**config.mk**
```make
export PLATFORM = sky130hd
export DESIGN_NAME = npc_bp_flat
export DESIGN_NICKNAME = d
export VERILOG_FILES = /design/src/rtl/npc_bp_pkg.sv /design/src/rtl/npc_bp_if.sv /design/src/rtl/npc_bp_btb.sv /design/src/rtl/npc_bp.sv /design/src/flat_wrapper.sv
export SDC_FILE = /design/constraint.sdc
export NUM_CORES = 2
export LEC_CHECK = 0
export ABC_AREA = 1
export CAP_MARGIN = 15
export CELL_PAD_IN_SITES_DETAIL_PLACEMENT = 0
export CELL_PAD_IN_SITES_GLOBAL_PLACEMENT = 1
export CORE_ASPECT_RATIO = 1.4
export CORE_MARGIN = 2
export CORE_UTILIZATION = 50
export CTS_BUF_LIST = sky130_fd_sc_hd__clkbuf_2
export CTS_CLUSTER_SIZE = 28
export DETAILED_ROUTE_END_ITERATION = 8
export PLACE_DENSITY = 0.8
export SLEW_MARGIN = 10
export SYNTH_ARGS = -nofsm -noshare
export SYNTH_HDL_FRONTEND = slang
export SYNTH_SLANG_ARGS = --single-unit
```
**constraint.sdc**
```tcl
create_clock -name clk -period 11.85 [get_ports clk]
set_input_delay 2.37 -clock clk [delete_from_list [all_inputs] [get_ports clk]]
set_output_delay 2.37 -clock clk [all_outputs]
set_load 0.005 [all_outputs]
```
**src/rtl/npc_bp_pkg.sv**
```systemverilog
// npc_bp_pkg: shared types and helpers for next-PC generation and the BTB.
// Holds the 2-bit counter encoding, BTB geometry helpers and counter update rule.
package npc_bp_pkg;

    // 2-bit saturating branch counter; bit 1 is the taken prediction.
    typedef enum logic [1:0] {
        SNT = 2'b00,
        WNT = 2'b01,
        WT  = 2'b10,
        ST  = 2'b11
    } bp_cnt_e;

    // Default geometry of the core's BTB.
    localparam int unsigned XLEN_DEF    = 32;
    localparam int unsigned BTB_ENTRIES = 16;
    localparam int unsigned BTB_IDX_W   = $clog2(BTB_ENTRIES);
    localparam int unsigned BTB_TAG_W   = XLEN_DEF - BTB_IDX_W - 2;

    // Counter value after reset and on a fresh allocation.
    localparam bp_cnt_e CNT_RESET = WNT;
    localparam bp_cnt_e CNT_ALLOC = WT;

    function automatic int unsigned btb_idx_w(input int unsigned entries);
        return $clog2(entries);
    endfunction

    function automatic int unsigned btb_tag_w(input int unsigned xlen,
                                              input int unsigned entries);
        return xlen - $clog2(entries) - 2;
    endfunction

    // Saturating step: 11 stays 11 when taken, 00 stays 00 when not taken.
    function automatic bp_cnt_e cnt_step(input bp_cnt_e c, input logic taken);
        bp_cnt_e r;
        r = c;
        if (taken && c != ST) begin
            r = bp_cnt_e'(c + 2'b01);
        end else if (!taken && c != SNT) begin
            r = bp_cnt_e'(c - 2'b01);
        end
        return r;
    endfunction

endpackage

```
**src/rtl/npc_bp_if.sv**
```systemverilog
// npc_bp_if: fetch-side and EX-side signal bundle of the next-PC unit.
// slave = npc_bp itself, master = the pipeline (or a testbench) driving it.
interface npc_bp_if #(
    parameter int XLEN  = 32,
    parameter int CNT_W = 16
);
    logic             stall_i;
    logic [XLEN-1:0]  pc_o;
    logic             pred_taken_o;
    logic [XLEN-1:0]  pred_target_o;
    logic             ex_valid_i;
    logic [XLEN-1:0]  ex_pc_i;
    logic             ex_is_branch_i;
    logic             ex_is_jal_i;
    logic             ex_is_jalr_i;
    logic             ex_taken_i;
    logic [XLEN-1:0]  ex_target_i;
    logic             ex_pred_taken_i;
    logic [XLEN-1:0]  ex_pred_target_i;
    logic             flush_o;
    logic [CNT_W-1:0] mispredict_cnt_o;

    modport slave (
        input  stall_i, ex_valid_i, ex_pc_i, ex_is_branch_i, ex_is_jal_i,
               ex_is_jalr_i, ex_taken_i, ex_target_i, ex_pred_taken_i,
               ex_pred_target_i,
        output pc_o, pred_taken_o, pred_target_o, flush_o, mispredict_cnt_o
    );

    modport master (
        output stall_i, ex_valid_i, ex_pc_i, ex_is_branch_i, ex_is_jal_i,
               ex_is_jalr_i, ex_taken_i, ex_target_i, ex_pred_taken_i,
               ex_pred_target_i,
        input  pc_o, pred_taken_o, pred_target_o, flush_o, mispredict_cnt_o
    );
endinterface

```
**src/rtl/npc_bp_btb.sv**
```systemverilog
// bp_btb: direct-mapped branch target buffer with 2-bit counters.
// Ports: rd_pc -> rd_taken/rd_target (combinational lookup);
// upd_* resolved branch/JAL from EX, written on the clock edge.
module bp_btb
    import npc_bp_pkg::*;
#(
    parameter int XLEN    = 32,
    parameter int ENTRIES = 16
) (
    input  logic            clk,
    input  logic            rst,
    input  logic [XLEN-3:0] rd_pc,
    output logic            rd_taken,
    output logic [XLEN-1:0] rd_target,
    input  logic            upd_en,
    input  logic [XLEN-3:0] upd_pc,
    input  logic            upd_is_branch,
    input  logic            upd_is_jal,
    input  logic            upd_taken,
    input  logic [XLEN-1:0] upd_target
);
    localparam int IDX   = int'(btb_idx_w(ENTRIES));
    localparam int TAG_W = int'(btb_tag_w(XLEN, ENTRIES));

    logic             valid_q  [ENTRIES];
    bp_cnt_e          cnt_q    [ENTRIES];
    logic             jal_q    [ENTRIES];
    logic [TAG_W-1:0] tag_q    [ENTRIES];
    logic [XLEN-1:0]  target_q [ENTRIES];

    logic [IDX-1:0]   rd_idx;
    logic [TAG_W-1:0] rd_tag;
    logic             rd_hit;
    logic [IDX-1:0]   wr_idx;
    logic [TAG_W-1:0] wr_tag;
    logic             wr_hit;
    logic             wr_cnt;
    logic             wr_tgt;
    logic             wr_alloc;

    // rd_pc/upd_pc arrive without the two byte-offset bits.
    assign rd_idx = rd_pc[IDX-1:0];
    assign rd_tag = rd_pc[XLEN-3:IDX];
    assign wr_idx = upd_pc[IDX-1:0];
    assign wr_tag = upd_pc[XLEN-3:IDX];

    // Reads come straight from the arrays, so a same-cycle update to the
    // same index is only visible from the next cycle on.
    assign rd_hit    = valid_q[rd_idx] && (tag_q[rd_idx] == rd_tag);
    assign rd_taken  = rd_hit && (jal_q[rd_idx] || cnt_q[rd_idx][1]);
    assign rd_target = target_q[rd_idx];

    assign wr_hit = valid_q[wr_idx] && (tag_q[wr_idx] == wr_tag);

    always_comb begin
        wr_cnt   = 1'b0;
        wr_tgt   = 1'b0;
        wr_alloc = 1'b0;
        if (upd_en) begin
            if (wr_hit) begin
                wr_cnt = upd_is_branch;
                wr_tgt = upd_is_jal || (upd_is_branch && upd_taken);
            end else if (upd_taken) begin
                wr_alloc = 1'b1;
            end
        end
    end

    always_ff @(posedge clk or posedge rst) begin
        if (rst) begin
            for (int i = 0; i < ENTRIES; i++) begin
                valid_q[i] <= 1'b0;
                cnt_q[i]   <= CNT_RESET;
            end
        end else if (wr_alloc) begin
            valid_q[wr_idx] <= 1'b1;
            cnt_q[wr_idx]   <= CNT_ALLOC;
        end else if (wr_cnt) begin
            cnt_q[wr_idx] <= cnt_step(cnt_q[wr_idx], upd_taken);
        end
    end

    // Payload is not reset; valid gates it. Writes are suppressed while
    // rst is high so an aborted update leaves nothing behind.
    always_ff @(posedge clk) begin
        if (!rst) begin
            if (wr_alloc) begin
                tag_q[wr_idx]    <= wr_tag;
                jal_q[wr_idx]    <= upd_is_jal;
                target_q[wr_idx] <= upd_target;
            end else if (wr_tgt) begin
                target_q[wr_idx] <= upd_target;
            end
        end
    end

endmodule

```
**src/rtl/npc_bp.sv**
```systemverilog
// npc_bp: fetch PC register, BTB prediction, EX mispredict redirect.
// Ports: clk, rst (async high); bus (npc_bp_if.slave) carries stall,
// prediction outputs, EX resolution inputs, flush and mispredict count.
module npc_bp
    import npc_bp_pkg::*;
#(
    parameter int              XLEN     = 32,
    parameter int              ENTRIES  = 16,
    parameter logic [XLEN-1:0] RESET_PC = '0,
    parameter int              CNT_W    = 16
) (
    input logic      clk,
    input logic      rst,
    npc_bp_if.slave  bus
);
    logic [XLEN-1:0]  pc_q;
    logic [XLEN-1:0]  pc_d;
    logic [XLEN-1:0]  seq_pc;
    logic [XLEN-1:0]  redirect;
    logic             btb_taken;
    logic [XLEN-1:0]  btb_target;
    logic             pred_taken;
    logic [XLEN-1:0]  pred_target;
    logic             ctl;
    logic             mis;
    logic             upd_en;
    logic [CNT_W-1:0] cnt_q;

    assign seq_pc = pc_q + XLEN'(4);

    bp_btb #(
        .XLEN    (XLEN),
        .ENTRIES (ENTRIES)
    ) u_btb (
        .clk           (clk),
        .rst           (rst),
        .rd_pc         (pc_q[XLEN-1:2]),
        .rd_taken      (btb_taken),
        .rd_target     (btb_target),
        .upd_en        (upd_en),
        .upd_pc        (bus.ex_pc_i[XLEN-1:2]),
        .upd_is_branch (bus.ex_is_branch_i),
        .upd_is_jal    (bus.ex_is_jal_i),
        .upd_taken     (bus.ex_taken_i),
        .upd_target    (bus.ex_target_i)
    );

    assign pred_taken  = btb_taken && !rst;
    assign pred_target = pred_taken ? btb_target : seq_pc;

    assign ctl = bus.ex_valid_i &&
                 (bus.ex_is_branch_i || bus.ex_is_jal_i || bus.ex_is_jalr_i);

    // A wrong target only matters when the instruction was actually taken.
    assign mis = ctl && !rst &&
                 ((bus.ex_taken_i != bus.ex_pred_taken_i) ||
                  (bus.ex_taken_i &&
                   (bus.ex_target_i != bus.ex_pred_target_i)));

    // JALR targets are data dependent, so they never enter the BTB.
    assign upd_en = ctl && (bus.ex_is_branch_i || bus.ex_is_jal_i);

    assign redirect = bus.ex_taken_i ? bus.ex_target_i
                                     : bus.ex_pc_i + XLEN'(4);

    always_comb begin
        pc_d = pred_target;
        if (mis) begin
            pc_d = redirect;
        end else if (bus.stall_i) begin
            pc_d = pc_q;
        end
    end

    always_ff @(posedge clk or posedge rst) begin
        if (rst) begin
            pc_q <= RESET_PC;
        end else begin
            pc_q <= pc_d;
        end
    end

    always_ff @(posedge clk or posedge rst) begin
        if (rst) begin
            cnt_q <= '0;
        end else if (mis && (cnt_q != '1)) begin
            cnt_q <= cnt_q + CNT_W'(1);
        end
    end

    assign bus.pc_o             = pc_q;
    assign bus.pred_taken_o     = pred_taken;
    assign bus.pred_target_o    = pred_target;
    assign bus.flush_o          = mis;
    assign bus.mispredict_cnt_o = cnt_q;

endmodule

```
**src/flat_wrapper.sv**
```systemverilog
// flat-port wrapper written by rule: the top's interface ports become plain ports
module npc_bp_flat import npc_bp_pkg::*;
#(
    parameter int              XLEN     = 32,
    parameter int              ENTRIES  = 16,
    parameter logic [XLEN-1:0] RESET_PC = '0,
    parameter int              CNT_W    = 16
)
  (clk, rst, bus_stall_i, bus_ex_valid_i, bus_ex_pc_i, bus_ex_is_branch_i, bus_ex_is_jal_i, bus_ex_is_jalr_i, bus_ex_taken_i, bus_ex_target_i, bus_ex_pred_taken_i, bus_ex_pred_target_i, bus_pc_o, bus_pred_taken_o, bus_pred_target_o, bus_flush_o, bus_mispredict_cnt_o);
  npc_bp_if #(.XLEN(XLEN), .CNT_W(CNT_W)) bus_i ();
  input logic clk;
  input logic rst;
  input wire logic [$bits(bus_i.stall_i)-1:0] bus_stall_i;
  input wire logic [$bits(bus_i.ex_valid_i)-1:0] bus_ex_valid_i;
  input wire logic [$bits(bus_i.ex_pc_i)-1:0] bus_ex_pc_i;
  input wire logic [$bits(bus_i.ex_is_branch_i)-1:0] bus_ex_is_branch_i;
  input wire logic [$bits(bus_i.ex_is_jal_i)-1:0] bus_ex_is_jal_i;
  input wire logic [$bits(bus_i.ex_is_jalr_i)-1:0] bus_ex_is_jalr_i;
  input wire logic [$bits(bus_i.ex_taken_i)-1:0] bus_ex_taken_i;
  input wire logic [$bits(bus_i.ex_target_i)-1:0] bus_ex_target_i;
  input wire logic [$bits(bus_i.ex_pred_taken_i)-1:0] bus_ex_pred_taken_i;
  input wire logic [$bits(bus_i.ex_pred_target_i)-1:0] bus_ex_pred_target_i;
  output wire logic [$bits(bus_i.pc_o)-1:0] bus_pc_o;
  output wire logic [$bits(bus_i.pred_taken_o)-1:0] bus_pred_taken_o;
  output wire logic [$bits(bus_i.pred_target_o)-1:0] bus_pred_target_o;
  output wire logic [$bits(bus_i.flush_o)-1:0] bus_flush_o;
  output wire logic [$bits(bus_i.mispredict_cnt_o)-1:0] bus_mispredict_cnt_o;
  assign bus_i.stall_i = bus_stall_i;
  assign bus_i.ex_valid_i = bus_ex_valid_i;
  assign bus_i.ex_pc_i = bus_ex_pc_i;
  assign bus_i.ex_is_branch_i = bus_ex_is_branch_i;
  assign bus_i.ex_is_jal_i = bus_ex_is_jal_i;
  assign bus_i.ex_is_jalr_i = bus_ex_is_jalr_i;
  assign bus_i.ex_taken_i = bus_ex_taken_i;
  assign bus_i.ex_target_i = bus_ex_target_i;
  assign bus_i.ex_pred_taken_i = bus_ex_pred_taken_i;
  assign bus_i.ex_pred_target_i = bus_ex_pred_target_i;
  assign bus_pc_o = bus_i.pc_o;
  assign bus_pred_taken_o = bus_i.pred_taken_o;
  assign bus_pred_target_o = bus_i.pred_target_o;
  assign bus_flush_o = bus_i.flush_o;
  assign bus_mispredict_cnt_o = bus_i.mispredict_cnt_o;
  npc_bp #(.XLEN(XLEN), .ENTRIES(ENTRIES), .RESET_PC(RESET_PC), .CNT_W(CNT_W)) u_core (.clk(clk), .rst(rst), .bus(bus_i));
endmodule
```
==> metrics.md <==
| Metric | Value |
|---|---|
| Hold Path Stages | 2 |
| VDD IR max | 0.130 mV |
| FFs w/ async S/R, synth | 9.23% |
| Total global routing overflow | 0 |
| Largest net degree at the start of global routing | 216 |
| WS Path Type | flip-flop to output pin |
| Hold EP | u_core.u_btb.valid_q[13] |
| RePlAce Congestion | 0.993 |
| Die height | 381 um |
| Layout area overhead | 11.1% |
| Drt pass-1 iters | 6 |
| Buffers inserted during post-CTS setup optimization | 0 |
| Layout cell share with drive strength beyond 1 | 9.63% |
| DP HPWL | 112000 um |
| CTS tree | yes |
| Detailed Route WL | 181000 um |
| Die Span X | 273 um |
| Hold WC Path Type | flip-flop to flip-flop |
| Top cells by count, synth | 1478 x nand2_1, 944 x edfxtp_1, 689 x nor2_1 |
| Pwr/cell area | 161 mW/mm^2 |
| Met2 Usage GRT | 56.0% |
| Net Count, Synth | 5618 |
| R2r setup slk | 6080 ps |
| Clk slew on worst S/H paths | 110 ps |
| Routed vias | 42.5k |
| Clock Path Buffers | 3 |
| Worst slew margin | 14.1% |
| Starting DRT DRC Count | 5034 |
| GRT Total Usage | 34.5% |
| Cell variety after synth | 43 |
| # setup viols final | 0 |
| Core ar. | 0.101 mm^2 |
| Top FF cell, synth | edfxtp_1 |
| Fin nets | 5839 |
| Crit path required time | 9480 ps |
| Max FO, Critical Path | 117 |
| Yosys top cell area share | 55.8% |
| H-tree levels | 4 |
| Fin crit share | 84.6% |
| Register area | 0.0308 mm^2 |
| Crit. End Element | output pin |
| Dpl ws | 3210 ps |
| Status | completed |
| Pleak | 22.4 nW |
| Root buf cell | clkbuf_2 |
| Final hold violation count | 0 |
| Top Usage Layer GRT | met2 |
| Minimum clock period | 10030 ps |
| Crit start category | flip-flop |
| Worst clock skew | 86.8 ps |
| Cells after Synth | 5505 |
| First-pass GRT wire length | 261000 um |
| Initial core utilization | 50.4% |
| FMAX | 99.7 MHz |
| Final worst slack | 1820 ps |
| Sequential element share of the synthesized area | 60.6% |
| Hold_sp | u_core.u_btb.valid_q[13] |
| Final Power | 0.00911 W |
| Vias per cell | 5.86 |
| Site Rows | 138 |
| FF-to-FF path depth | 23 |
| Max Cap Viol | 0 |
| Max Slew Vio Count | 0 |
| Hold_buf cts | 0 |
| Met3 usage | 7.46% |
| CP arrival | 7660 ps |
| Syn. warnings | 0 |
| RR Startpoint | u_core.bus.pc_o[2] |
| Fillers | 9221 |
| Vias in the first global route | 40.3k |
| DRT antenna net count | 0 |
| Worst-Skew Late Latency | 1710 ps |
| Die area | 0.104 mm^2 |
| Post_cts resized | 0 |
| DR DRC count | 0 |
| RR Endpoint | u_core.bus.pc_o[7] |
| Synth area leader | edfxtp_1 |
| EDFF count, synth | 944 |
| Antenna violations before repair | 16 |
| Area contributors post-synth | edfxtp_1 56%, nand2_1 11%, nor2_1 5.1%, o21ai_0 5.0%, dfrtp_1 3.9% |
| I/O pin total | 187 |
| Total negative slack | 0 ps |
| RSZ-0062 raised after global routing | no |
| Avg WL per Cell | 25.0 um |
| Synth Register Bits | 1040 |
| Grt met1 use | 42.1% |
| Buffers on Ports | 186 |
| Slew at the pin closest to its max-slew limit | 1290 ps |
| Clk sinks | 1040 |
| Syn avg cell area | 9.23 um^2 |
| CTS buffer count | 238 |
| Post-Syn Area | 0.0508 mm^2 |
| Top-count cell post-synth | nand2_1 |
| Multi-input gate area | 0.0170 mm^2 |
-- metal layers --
| layer | vias up | part of all wire [%] |
|---|---|---|
| met5 | - | 0.055 |
| met4 | 16 | 6.3 |
| met3 | 593 | 8.9 |
| met2 | 2309 | 48 |
| met1 | 20345 | 37 |
| li1 | 19284 | - |
-- worst max-delay path, stage by stage, from the launching register on --
cell and delay, ps:
dfrtp_4 1080, buf_12 500, inv_8 340, nand2_1 170, nand3_1 90, nand2_1 110, nand2_1 50, nand2_1 310
inv_1 140, nand2_1 90, nand2_1 60, nand2_1 120, nand2_1 70, nor2_1 100, nand2_1 60, nor2_1 200
nand2_1 370, buf_4 360, inv_1 590, nand2_1 160, nand2_1 110, inv_1 150, clkdlybuf4s50_1 490
-- flip-flops by register name, indices dropped and copies added, names as in the netlist --
signal / flops
u_core.u_btb.valid_q: 16
u_core.u_btb.cnt_q: 32
u_core.u_btb.target_q: 512
u_core.bus.mispredict_cnt_o: 16
u_core.u_btb.tag_q: 416
u_core.bus.pc_o: 32
u_core.u_btb.jal_q: 16
-- power breakdown --
| part | internal [W] | switching [W] | leakage, nW | total [W] |
|---|---|---|---|---|
| registers | 0.00407 | 0.000155 | 9.58 | 0.00422 |
| logic | 0.000730 | 0.00173 | 11.1 | 0.00247 |
| clock network | 0.000927 | 0.00149 | 1.70 | 0.00242 |
| total | 0.00573 | 0.00338 | 22.4 | 0.00911 |
-- metrics by stage --
step	hold WS, ps	util [%]	instance area, um^2	cells
floorplan	427	-	50800	5505
global placement	453	53.7	54100	6816
detailed placement	456	53.7	54100	6816
CTS	479	55.9	56400	7250
global route	507	55.9	56400	7255
finish	481	55.9	56400	7258
-- logic make-up (layout without fill, tap and decap cells) --
family | after synthesis | in the layout | share of synthesized area, %
and+or+nand+nor | 2597 | 2597 | 20.4
AOI/OAI and AO/OA | 984 | 984 | 11.3
DFF | 1040 | 1040 | 60.6
other | 0 | 8 | 0
xor gates and xnor gates | 59 | 59 | 1.02
adders and majority gates | 8 | 8 | 0.197
buffers and inverters | 817 | 1232 | 6.47
-- final cells by class --
class                           count  share of cell area (%)
Timing Repair Buffer              296                    4.88
Clock buffer                      341                    3.02
Clock inverter                     93                    1.02
Antenna cell                        8                  0.0355
Tap cell                         1330                    2.95
Inverter                          502                    3.38
Sequential cell                  1040                    54.6
Multi-Input combinational cell   3648                    30.2
-- how the worst max path moves through the flow --
stage                            start                    to  slack, ps  cells after the start
floorplan                          rst           bus_flush_o       4070                      6
global placement                   rst  bus_pred_target_o[7]       3240                     15
detailed placement                 rst  bus_pred_target_o[7]       3210                     15
CTS                 u_core.bus.pc_o[2]  bus_pred_target_o[7]       1940                     21
global route        u_core.bus.pc_o[2]  bus_pred_target_o[7]       1590                     22
finish              u_core.bus.pc_o[2]  bus_pred_target_o[7]       1820                     22
-- cell usage in the layout (no fill, tap or decap), drive strengths merged, types with 85 or more instances in the layout --
cell type and count:
a21oi 121, nor2 692, nand2 1479, nand3 336
inv 501, clkinv 85, o22ai 91, o21ai 514
clkbuf 341, clkdlybuf4s50 183, edfxtp 944, buf 113
o211ai 188
Power figures use the tool's default switching activity.
